===== config.mk =====
export PLATFORM = sky130hd
export DESIGN_NAME = mod12_counter_load_arbiter
export DESIGN_NICKNAME = d
export VERILOG_FILES = /design/src/rtl/mod12_counter_load_arbiter_pkg.sv /design/src/rtl/mod12_counter_load_arbiter_rr_arbiter_2.sv /design/src/rtl/mod12_counter_load_arbiter.sv
export SDC_FILE = /design/constraint.sdc
export NUM_CORES = 1
export LEC_CHECK = 0
export BUFFER_PORTS_ARGS = -buffer_cell sky130_fd_sc_hd__buf_2
export CAP_MARGIN = 20
export CORE_UTILIZATION = 40
export DETAILED_ROUTE_END_ITERATION = 12
export PLACE_DENSITY = 0.63
export RECOVER_POWER = 50
export SLEW_MARGIN = 10
export SYNTH_ARGS = -nofsm -noshare
export SYNTH_HDL_FRONTEND = slang
export SYNTH_HIERARCHICAL = 1
export SYNTH_SLANG_ARGS = --single-unit

===== constraint.sdc =====
create_clock -name clk -period 4.5 [get_ports clk]
set_clock_uncertainty 0.15 [all_clocks]
set_input_delay 1.125 -clock clk [delete_from_list [all_inputs] [get_ports clk]]
set_output_delay 1.125 -clock clk [all_outputs]
set_load 0.01 [all_outputs]

===== src/rtl/mod12_counter_load_arbiter_pkg.sv =====
// Shared types and defaults for the mod-12 counter load arbiter.
// Holds the FSM state encoding, owner encoding, round-robin pointer values
// and default counter geometry.
package mod12_counter_load_arbiter_pkg;

    localparam int CNT_W_DEF = 4;
    localparam int MOD_DEF   = 12;

    typedef enum logic [1:0] {
        IDLE = 2'd0,
        LOAD = 2'd1,
        RUN  = 2'd2
    } state_t;

    typedef enum logic [1:0] {
        OWN_NONE = 2'd0,
        OWN_A    = 2'd1,
        OWN_B    = 2'd2
    } owner_t;

    // Round-robin pointer: names the side that wins a simultaneous request.
    localparam logic RR_A = 1'b0;
    localparam logic RR_B = 1'b1;

endpackage


===== src/rtl/mod12_counter_load_arbiter_rr_arbiter_2.sv =====
// Combinational 2-way round-robin pick.
// Ports: req_a/req_b requests, rr_ptr priority side; win_a/win_b one-hot winner
// (both low when nobody requests). A lone request wins regardless of rr_ptr.
module rr_arbiter_2
    import mod12_counter_load_arbiter_pkg::*;
(
    input  logic req_a,
    input  logic req_b,
    input  logic rr_ptr,
    output logic win_a,
    output logic win_b
);

    assign win_a = req_a && (!req_b || (rr_ptr == RR_A));
    assign win_b = req_b && (!req_a || (rr_ptr == RR_B));

endmodule


===== src/rtl/mod12_counter_load_arbiter.sv =====
// Shares one loadable mod-MOD up counter between requesters A and B: grants,
// loads the owner's (range-clamped) preset, runs WRAPS wraps, then releases.
// Ports: clk/rst; req_x/data_x from requesters; cnt_q from the counter;
// cnt_data/cnt_load_en/cnt_rst to the counter; gnt_a/gnt_b/busy/wrap_pulse/
// load_clamped status.
module mod12_counter_load_arbiter
    import mod12_counter_load_arbiter_pkg::*;
#(
    parameter int CNT_W = CNT_W_DEF,
    parameter int MOD   = MOD_DEF,
    parameter int WRAPS = 1
)
(
    input  logic             clk,
    input  logic             rst,
    input  logic             req_a,
    input  logic [CNT_W-1:0] data_a,
    input  logic             req_b,
    input  logic [CNT_W-1:0] data_b,
    input  logic [CNT_W-1:0] cnt_q,
    output logic [CNT_W-1:0] cnt_data,
    output logic             cnt_load_en,
    output logic             cnt_rst,
    output logic             gnt_a,
    output logic             gnt_b,
    output logic             busy,
    output logic             wrap_pulse,
    output logic             load_clamped
);

    localparam logic [CNT_W-1:0] TERM     = CNT_W'(MOD - 1);
    localparam logic [3:0]       LAST_LAP = 4'(WRAPS - 1);

    state_t           state, state_nxt;
    owner_t           owner, owner_nxt;
    logic             rr_ptr, rr_ptr_nxt;
    logic [3:0]       wrap_cnt, wrap_cnt_nxt;
    logic [CNT_W-1:0] preset, preset_nxt;
    logic             clamp, clamp_nxt;

    logic             win_a, win_b;
    logic [CNT_W-1:0] sel_data;
    logic             owner_req;
    logic             wrap_ev;

    rr_arbiter_2 u_arb (
        .req_a  (req_a),
        .req_b  (req_b),
        .rr_ptr (rr_ptr),
        .win_a  (win_a),
        .win_b  (win_b)
    );

    assign sel_data  = win_a ? data_a : data_b;
    assign owner_req = (owner == OWN_A) ? req_a : req_b;
    assign wrap_ev   = (state == RUN) && (cnt_q == TERM);

    always_ff @(posedge clk) begin
        if (rst) begin
            state    <= IDLE;
            owner    <= OWN_NONE;
            rr_ptr   <= RR_A;
            wrap_cnt <= '0;
            preset   <= '0;
            clamp    <= 1'b0;
        end else begin
            state    <= state_nxt;
            owner    <= owner_nxt;
            rr_ptr   <= rr_ptr_nxt;
            wrap_cnt <= wrap_cnt_nxt;
            preset   <= preset_nxt;
            clamp    <= clamp_nxt;
        end
    end

    always_comb begin
        state_nxt    = state;
        owner_nxt    = owner;
        rr_ptr_nxt   = rr_ptr;
        wrap_cnt_nxt = wrap_cnt;
        preset_nxt   = preset;
        clamp_nxt    = clamp;
        unique case (state)
            IDLE: begin
                owner_nxt = OWN_NONE;
                if (win_a || win_b) begin
                    owner_nxt    = win_a ? OWN_A : OWN_B;
                    wrap_cnt_nxt = '0;
                    state_nxt    = LOAD;
                    // Out-of-range presets are latched as 0 and flagged.
                    if (sel_data > TERM) begin
                        preset_nxt = '0;
                        clamp_nxt  = 1'b1;
                    end else begin
                        preset_nxt = sel_data;
                        clamp_nxt  = 1'b0;
                    end
                end
            end
            // Request level is deliberately not looked at here, so a
            // release requested during LOAD lands in the first RUN cycle.
            LOAD: state_nxt = RUN;
            RUN: begin
                if (wrap_ev) begin
                    wrap_cnt_nxt = wrap_cnt + 4'd1;
                end
                if ((wrap_ev && (wrap_cnt == LAST_LAP)) || !owner_req) begin
                    state_nxt    = IDLE;
                    owner_nxt    = OWN_NONE;
                    rr_ptr_nxt   = (owner == OWN_A) ? RR_B : RR_A;
                    wrap_cnt_nxt = '0;
                end
            end
            default: begin
                state_nxt = IDLE;
                owner_nxt = OWN_NONE;
            end
        endcase
    end

    // owner is only non-NONE in LOAD/RUN, so grants come straight off flops.
    assign gnt_a        = (owner == OWN_A);
    assign gnt_b        = (owner == OWN_B);
    assign busy         = (state == LOAD) || (state == RUN);
    assign cnt_load_en  = (state == LOAD);
    assign cnt_data     = (state == LOAD) ? preset : '0;
    assign load_clamped = (state == LOAD) && clamp;
    assign cnt_rst      = !((state == LOAD) || (state == RUN));
    assign wrap_pulse   = wrap_ev;

endmodule


==> qor.csv <==
stage;metric;value;unit
run_status;outcome;complete, no violations;
floorplanning;core_area;0.00202;mm²
floorplanning;die_area;0.00239;mm²
grt;grt_pass1_vias;792;
synthesis;post-synth-top-count-cell;dfxtp_1;
timing;layout_min_cycle_time;2990;ps
synthesis;synth_edf_count;0;
clock_tree;cts_setup_buffers;0;
synthesis;yosysTopAreaCell;dfxtp_1;
clock_tree;htreeDepth;1;
synthesis;synthTopCellsByCount;14 x dfxtp_1, 11 x a21oi_1, 8 x nor2_1, 7 x inv_1;
pwr;p_leak;0.000420;µW
pwr;combPwrFrac;31.9;%
setup_path;crit_type;input pin to output pin;
detailed_routing;met1Wirelength;878;µm
clock_tree;clk_pin_slew;90;ps
synthesis;netlist.area_leader.share;31.8;%
pwr;clock_power_share;27.2;%
floorplanning;io_pins;27;
detailed_routing;wl_per_cell;12.0;µm
synthesis;synthDistinctLibCells;29;
setup_path;rrSetupSlack;2180;ps
flow_run;drv_cap;0;
clock_tree;clock_latency;280;ps
pwr;total_power;345;µW
timing;tightestPinTransition;1050;ps
clock_tree;cts_root_buffer;clkbuf_4;
setup_path;critPathCaptureType;output pin;
final_layout;drive_above_1_share;26.6;%
timing;setup_viol;0;
synthesis;synthArstFlopShare;0;%
hold_path;hp-class;flop to flop;
pwr;power.density;334;mW/mm²
final_layout;diodes;0;
clock_tree;cts_buffers;3;
placed_design;place_area;0.00103;mm²
final_layout;design_area;0.00103;mm²
detailed_routing;met2_wirelength;896;µm
synthesis;ys_ff_latch;14;
grt;grt_overflow;0;
detailed_routing;dr.pass1.iters;4;
grt;grt_antenna_before_repair;0;
detailed_routing;drc_errors;0;
synthesis;synth_area_leaders;dfxtp_1 32%, ha_1 8.5%, mux2_2 6.4%, a21oi_1 6.3%, and2_1 3.6%;
setup_path;critPathLaunchType;input pin;
detailed_routing;vias_per_cell;4.99;
detailed_routing;ant_nets;0;
timing;hold_slack;340;ps
grt;grt_max_degree;15;
clock_tree;hold_buffers;0;
placed_design;port_buffers;26;
timing;rsz0062_at_grt;no;
pwr;swShare;33.3;%
detailed_routing;dr_wl_met3;77;µm
clock_tree;ctsResizeCount;0;
pwr;netSwitchingPower;115;µW
timing;finalSetupTns;0;ps
clock_tree;cts.path.max_buffers;2;
detailed_routing;vias;774;
floorplanning;start_util;43.6;%
placed_design;place.gp.congestion;0.780;
synthesis;synth_nets;123;
setup_path;crit_arrival;1710;ps
final_layout;finalCoreUtilization;51.1;%
detailed_routing;drt_iter0_drc;9;
synthesis;synth-main-ff-cell;dfxtp_1;
floorplanning;die_w;48.9;µm
pwr;pwr-share-seq;40.9;%
floorplanning;rows;16;
pwr;p_int;230;µW
synthesis;yosysWarnings;6;
synthesis;avgSynthCellArea;8.72;µm²
floorplanning;die_y;48.9;µm
synthesis;syn_area;881;µm²
synthesis;seq_area_frac_synth;31.8;%
clock_tree;tritoncts;yes;
final_layout;syn_to_final_growth;17.3;%
grt;grt_pass1_wl;3190;µm
timing;slew_headroom;29.7;%
timing;report.final.slew_viol_count;0;
final_layout;fin_nets;151;
grt;grt_use_total;16.7;%
detailed_routing;highest_layer;met4;
timing;fin_crit_sh;66.4;%
setup_path;crit_path_max_fanout;3;
detailed_routing;finalWirelength;1860;µm
synthesis;synth_cells;101;
timing;hold_viol;0;
timing;fmax;335;MHz
setup_path;crit_required;3220;ps
pwr;ir_drop;0.164;mV
clock_tree;cts_sinks;14;
placed_design;hpwl;1380;µm
-- metal layers --
metal / vias to the layer above / GRT usage (%)
met3: 2 / 2.49
met2: 22 / 29.9
li1: 407 / -
met5: - / 0
met4: 0 / 6.37
met1: 343 / 19.9
-- final timing paths --
kind / end / depth (start not counted) / startpoint
min: state[1] / 2 / state[1]
max reg2reg: wrap_cnt[2] / 5 / rr_ptr
min reg2reg: state[1] / 2 / state[1]
max: wrap_pulse / 4 / cnt_q[2]
-- per-stage QoR --
stage,cells,setup slack [ps]
final,155,1510
after floorplan,101,1760
after detailed placement,151,1550
after global routing,155,1260
after CTS,155,1590
after global placement,151,1600
-- flip-flops by register name, summed over array words and instances (netlist names) --
name / flops
preset: 4
clamp: 1
wrap_cnt: 4
state: 2
owner: 2
rr_ptr: 1
-- area by class of cell --
cell class | count | area [µm²]
Sequential cell | 14 | 280
Tap cell | 27 | 33.8
Inverter | 7 | 26.3
Fill cell | 212 | 988
Clock buffer | 4 | 36.3
Timing Repair Buffer | 26 | 125
Multi-Input combinational cell | 77 | 532
-- cell families after synthesis --
group	synth area share, %
AND/OR/NAND/NOR	28.4
AO/OA/AOI/OAI	17.0
flip-flops	31.8
buffers and inverters	5.11
multiplexers	9.09
adder cells (fa/ha/maj)	8.52
-- worst max-delay path, cell delays in order --
cell      delay (ps)
buf_2             90
nand4b_1         230
nor2_1           130
buf_2            140
-- cell usage in the layout, fill, tap and decap left out, drive strengths merged --
master | netlist | final
buf | 1 | 22
dfxtp | 14 | 14
a21oi | 11 | 11
nor2 | 8 | 8
clkbuf | 2 | 8
inv | 7 | 7
nand3 | 6 | 6
ha | 6 | 6
and2 | 6 | 6
nand2b | 5 | 5
mux2 | 5 | 5
o21ai | 5 | 5
nand2 | 4 | 4
a22oi | 4 | 4
nor2b | 3 | 3
nand4b | 3 | 3
a31oi | 2 | 2
nor3b | 2 | 2
mux2i | 2 | 2
a21boi | 2 | 2
or4b | 1 | 1
nor3 | 1 | 1
nand3b | 1 | 1
-- power by group through the flow --
stage	combinational, µW	clock (µW)	sequential [µW]
after floorplan	83.9	0	142
after global placement	113	0	144
after detailed placement	115	0	144
after CTS	116	95.3	141
after global routing	124	101	143
final	110	94.0	141
No activity file was read; power rests on OpenSTA's default activity.
